==> config.mk <==
export PLATFORM = sky130hd
export DESIGN_NAME = cpu8_core
export DESIGN_NICKNAME = d
export VERILOG_FILES = /design/src/rtl/cpu8_core.sv
export SDC_FILE = /design/constraint.sdc
export NUM_CORES = 1
export LEC_CHECK = 0
export ABC_AREA = 0
export BUFFER_PORTS_ARGS = -buffer_cell sky130_fd_sc_hd__buf_2
export CAP_MARGIN = 20
export CORE_MARGIN = 2
export CORE_UTILIZATION = 25
export DETAILED_ROUTE_END_ITERATION = 8
export PLACE_DENSITY_LB_ADDON = 0.05
export SYNTH_ARGS = -nofsm -noshare
export SYNTH_HDL_FRONTEND = slang
export SYNTH_SLANG_ARGS = --single-unit
==> constraint.sdc <==
create_clock -name clk -period 4.35 [get_ports clk]
set_clock_uncertainty 0.15 [all_clocks]
set_input_delay 0.87 -clock clk [delete_from_list [all_inputs] [get_ports clk]]
set_output_delay 0.87 -clock clk [all_outputs]
set_load 0.01 [all_outputs]
==> src/rtl/cpu8_core.sv <==
// Single-cycle 8-bit core: fetches from an external combinational ROM at pc,
// executes ADD/LW/SW/J against a 4x8 register file and a small data memory.
module cpu8_core #(
  parameter int DMEM_DEPTH = 32
) (
  input  logic       clk,
  input  logic       rst_n,
  input  logic       en,
  input  logic [7:0] instruction,
  output logic [7:0] pc,
  input  logic [1:0] dbg_sel,
  output logic [7:0] dbg_reg,
  output logic       wb_valid,
  output logic [7:0] wb_data,
  output logic [7:0] retire_cnt
);

  localparam int AW = $clog2(DMEM_DEPTH);

  localparam logic [1:0] OP_ADD = 2'b00;
  localparam logic [1:0] OP_LW  = 2'b01;
  localparam logic [1:0] OP_SW  = 2'b10;
  localparam logic [1:0] OP_J   = 2'b11;

  logic [7:0] pc_q, pc_d;
  logic [7:0] rf_q [4];
  logic [7:0] rf_d [4];
  logic [7:0] dmem_q [DMEM_DEPTH];
  logic [7:0] dmem_d [DMEM_DEPTH];
  logic       wb_valid_q, wb_valid_d;
  logic [7:0] wb_data_q, wb_data_d;
  logic [7:0] retire_cnt_q, retire_cnt_d;

  logic [1:0]    op_s, rs_s, rt_s, rd_s;
  logic [7:0]    imm2_s, imm6_s;
  logic [7:0]    rs_val_s, rt_val_s, addr_s, ld_val_s, pc_inc_s;
  logic [AW-1:0] idx_s;

  // Instruction decode and combinational datapath (reads see pre-edge state)
  always_comb begin
    op_s     = instruction[7:6];
    rs_s     = instruction[5:4];
    rt_s     = instruction[3:2];
    rd_s     = instruction[1:0];
    imm2_s   = {{6{instruction[1]}}, instruction[1:0]};
    imm6_s   = {{2{instruction[5]}}, instruction[5:0]};
    rs_val_s = rf_q[rs_s];
    rt_val_s = rf_q[rt_s];
    addr_s   = rs_val_s + imm2_s;
    idx_s    = addr_s[AW-1:0];
    ld_val_s = dmem_q[idx_s];
    pc_inc_s = pc_q + 8'd1;
  end

  // Next-state computation; nothing changes unless en is high
  always_comb begin
    pc_d         = pc_q;
    rf_d         = rf_q;
    dmem_d       = dmem_q;
    wb_valid_d   = 1'b0;
    wb_data_d    = wb_data_q;
    retire_cnt_d = retire_cnt_q;
    if (en) begin
      pc_d         = pc_inc_s;
      retire_cnt_d = retire_cnt_q + 8'd1;
      case (op_s)
        OP_ADD: begin
          rf_d[rd_s] = rs_val_s + rt_val_s;
          wb_valid_d = 1'b1;
          wb_data_d  = rs_val_s + rt_val_s;
        end
        OP_LW: begin
          rf_d[rt_s] = ld_val_s;
          wb_valid_d = 1'b1;
          wb_data_d  = ld_val_s;
        end
        OP_SW: begin
          dmem_d[idx_s] = rt_val_s;
        end
        OP_J: begin
          pc_d = pc_inc_s + imm6_s;
        end
        default: begin
          pc_d = pc_inc_s;
        end
      endcase
    end else begin
      pc_d = pc_q;
    end
  end

  // Architectural state; reset reloads the register and memory identity patterns
  always_ff @(posedge clk or negedge rst_n) begin
    if (!rst_n) begin
      pc_q         <= 8'h00;
      wb_valid_q   <= 1'b0;
      wb_data_q    <= 8'h00;
      retire_cnt_q <= 8'h00;
      for (int i = 0; i < 4; i++) rf_q[i] <= 8'(i);
      for (int i = 0; i < DMEM_DEPTH; i++) dmem_q[i] <= 8'(i);
    end else begin
      pc_q         <= pc_d;
      wb_valid_q   <= wb_valid_d;
      wb_data_q    <= wb_data_d;
      retire_cnt_q <= retire_cnt_d;
      rf_q         <= rf_d;
      dmem_q       <= dmem_d;
    end
  end

  assign pc         = pc_q;
  assign dbg_reg    = rf_q[dbg_sel];
  assign wb_valid   = wb_valid_q;
  assign wb_data    = wb_data_q;
  assign retire_cnt = retire_cnt_q;

endmodule

==> key figures <==
CTS
  • Clock latency of the later-clocked register in the worst-skew pair: 0.57 ns
  • Deepest clock path buffer count: 3
  • Root cell of the clock tree: clkbuf_16
  • Number of clock buffers inserted by TritonCTS: 42
  • Resized Gates After CTS: 0
  • Postcts setup bufs: 0
  • Clock tree from TritonCTS: yes
  • H-tree depth: 2
  • Clock slew at the register clock pins of the worst setup and hold paths: 0.06 ns
  • Sinks on Clock Net: 313
  • Count of hold buffers inserted by post-cts repair: 0

Worst setup path
  • Worst path cell trace: buf_2 -> mux4_2 -> ha_4 -> fa_4 -> buf_12 -> buf_4 -> mux4_2 -> mux2i_1 -> mux4_2 -> nor2_1 -> a221o_1
  • Maximum single-stage delay on the critical path: 0.94 ns
  • Nature of the critical path endpoint: flop
  • Cell seen most often among critical-path stages: mux4_2
  • Cell family contributing the most delay on the critical path: multiplexers
  • Data arrival time at the worst-slack endpoint: 4.44 ns
  • Category of the critical setup timing path: in -> reg
  • Maximum fanout along the worst path: 28
  • CP startpoint kind: primary input
  • Worst Path Buf+Inv: 3
  • Cell at the slowest stage of the critical path: fa_4
  • Crit path required time: 4.65 ns

Placement
  • Final estimated routing congestion in global placement: 0.769
  • Sum of net half-perimeters after detailed placement: 34200 µm
  • Placed cells: 2026
  • Area of placed instances: 0.0181 mm²
  • Post-placement worst setup slack: -0.344 ns
  • Count of input and output buffers: 45

Timing
  • Min Clock Period, post-route: 4.14 ns
  • Worst hold margin: 0.152 ns
  • Worst Slack Setup Final: 0.213 ns
  • Final period util: 95.1%
  • Upper clock frequency limit: 0.242 GHz
  • Tightest slew margin relative to the limit: 31.3%
  • RSZ-0062 raised after global routing: no
  • Setup total negative slack: 0 ns
  • Final Hold Vio Count: 0
  • Slew of the pin with the lowest slew margin: 1.02 ns
  • Number of pins exceeding their max-slew limit in the final report: 0
  • Final setup violating endpoints: 0

Detailed routing
  • Average via count per standard cell: 4.73
  • Count of unresolved DRC violations after routing: 0
  • Number of vias after detailed routing: 9952
  • DRT Pass-1 Iters: 5
  • Average detailed-routed wire length per instance: 24.1 µm
  • Wire length after detailed routing: 50700 µm
  • DRC marker count from the first detailed-route iteration: 461
  • Final antenna-violating net count: 0

Hold path
  • Worst hold path type: in -> async

Floorplanning
  • Initial standard-cell utilization of the core: 25.2%
  • Floorplan core area: 0.0629 mm²
  • Die footprint: 0.0654 mm²
  • Die span in y: 256 µm
  • Number of cell rows: 92
  • Number of top-level pins: 46
  • Chip Width: 256 µm

Layout
  • P&R area growth vs syn: 23.6%
  • Total area of multi-input combinational cells: 0.00763 mm²
  • Proportion of layout cells with a drive suffix above 1: 53.7%
  • Non-filler cells, final: 2105
  • Fillers: 6270
  • Reg area: 0.00794 mm²
  • Final instance area: 0.0196 mm²
  • Utilization of the core after routing: 31.1%
  • Final-stage net count: 1261

Logic synthesis
  • Post-synthesis register bit count: 313
  • Synth Area per Inst: 14.5 µm²
  • Area leader, netlist: dfrtp_1
  • Mapped Nets: 1130
  • Post-synth EDFFs: 0
  • Post-synthesis sequential area ratio: 50.1%
  • Top cells by instance count after synthesis: 234 x mux2_2, 229 x dfrtp_1, 100 x mux4_2
  • Count of cell types in the netlist: 57
  • Warnings from Yosys: 0
  • Leading register cell type out of synthesis: dfrtp_1
  • Dominant cells by area after synthesis: dfrtp_1 36%, mux2_2 17%, mux4_2 14%
  • Share of async-settable or async-resettable flops after synthesis: 100%
  • Number of instances in the synthesized netlist: 1093
  • Proportion of netlist area held by the largest area contributor: 36.2%
  • Cell area after synthesis: 0.0158 mm²
  • Most numerous cell in the Yosys netlist: mux2_2

Global route
  • Initial antenna violation count: 2
  • Number of global-route vias before repair: 10600
  • Global-route wire length before repair: 77000 µm
  • Maximum number of pins on one net before global-route repair: 88
  • GRT Residual Overflow: 0
  • Combined global-route utilization of all metal layers: 15.9%

Power
  • Final Power: 7.51 mW
  • Leakage Power: 8.74 nW
  • Design internal power: 5.56 mW
  • Sequential fraction of design power: 40.8%
  • Switching pwr: 1.96 mW
  • Sw frac: 26.0%
  • Clock network fraction of design power: 48.0%
  • Largest vdd supply drop: 0.236 mV
  • Proportion of power drawn by combinational gates: 11.1%
  • Power Density: 384 mW/mm²

Run status
  • Outcome: completed

Job
  • Max-cap check violation count: 0
## area by class of cell
cell class	count	share of cell area, %
Sequential cell	313	40.6
Multi-Input combinational cell	706	39.0
Timing Repair Buffer	151	7.51
Clock buffer	63	6.41
Tap cell	846	5.41
Clock inverter	15	0.908
Inverter	10	0.192
Antenna cell	1	0.0128
## final timing paths
path / depth (start not counted) / slack (ns) / from / end
min reg2reg: 1 / 0.32 / retire_cnt[7] / retire_cnt[7]
min in group clk: 1 / 0.32 / retire_cnt[7] / retire_cnt[7]
max: 11 / 0.21 / instruction[4] / rf_q[5]
min: 1 / 0.15 / rst_n / dmem_q[184]
max in group asynchronous: 2 / 2.95 / rst_n / dmem_q[193]
max reg2reg: 10 / 0.28 / rf_q[8] / rf_q[5]
## cell usage in the layout, fill, tap and decap left out, types with 17 or more instances in the layout
cell type	Yosys	routed
mux4_2	100	100
clkbuf_16	0	45
dfrtp_1	229	229
buf_2	8	44
buf_12	0	35
xnor2_1	17	17
nor2_1	43	43
nand2_1	47	47
mux2i_1	17	17
mux2_2	234	234
ha_1	21	20
buf_4	1	71
o21ai_0	33	32
a21oi_1	25	25
dfstp_2	84	84
## routing by layer
metal | share of wire, % | GRT usage, %
met4 | 2.0 | 3.87
met5 | 0.026 | 0
met3 | 3.3 | 2.93
met1 | 48 | 22.3
met2 | 47 | 25.3
## worst register-to-register path, delay by kind of cell (launching register included)
family | cells | cell delay [ns]
AOI/OAI and AO/OA | 1 | 0.28
adders and majority gates | 2 | 1.14
buffers and inverters | 2 | 0.45
DFF | 1 | 0.41
muxes | 4 | 1.46
and+or+nand+nor | 1 | 0.07
## cells by family after synthesis
family	after synthesis	share of synthesized area, %
AO/OA/AOI/OAI	110	4.55
XOR/XNOR	29	1.75
adder cells (fa/ha/maj)	24	2.04
buffers and inverters	74	1.94
flip-flops	313	50.1
multiplexers	375	33.9
AND/OR/NAND/NOR	168	5.70
## power by group through the flow
stage	combinational (mW)	clock, mW	sequential (mW)
floorplan	0.475	0	3.13
global placement	0.856	0	3.12
detailed placement	0.856	0	3.12
CTS	0.861	3.74	3.07
global route	0.948	3.89	3.08
finish	0.836	3.61	3.07
## sequential cells by signal, indices dropped and copies added (netlist names)
name        count
dmem_q        256
rf_q           32
pc              8
retire_cnt      8
wb_data         8
wb_valid        1
(Power assumes the default switching activity.)
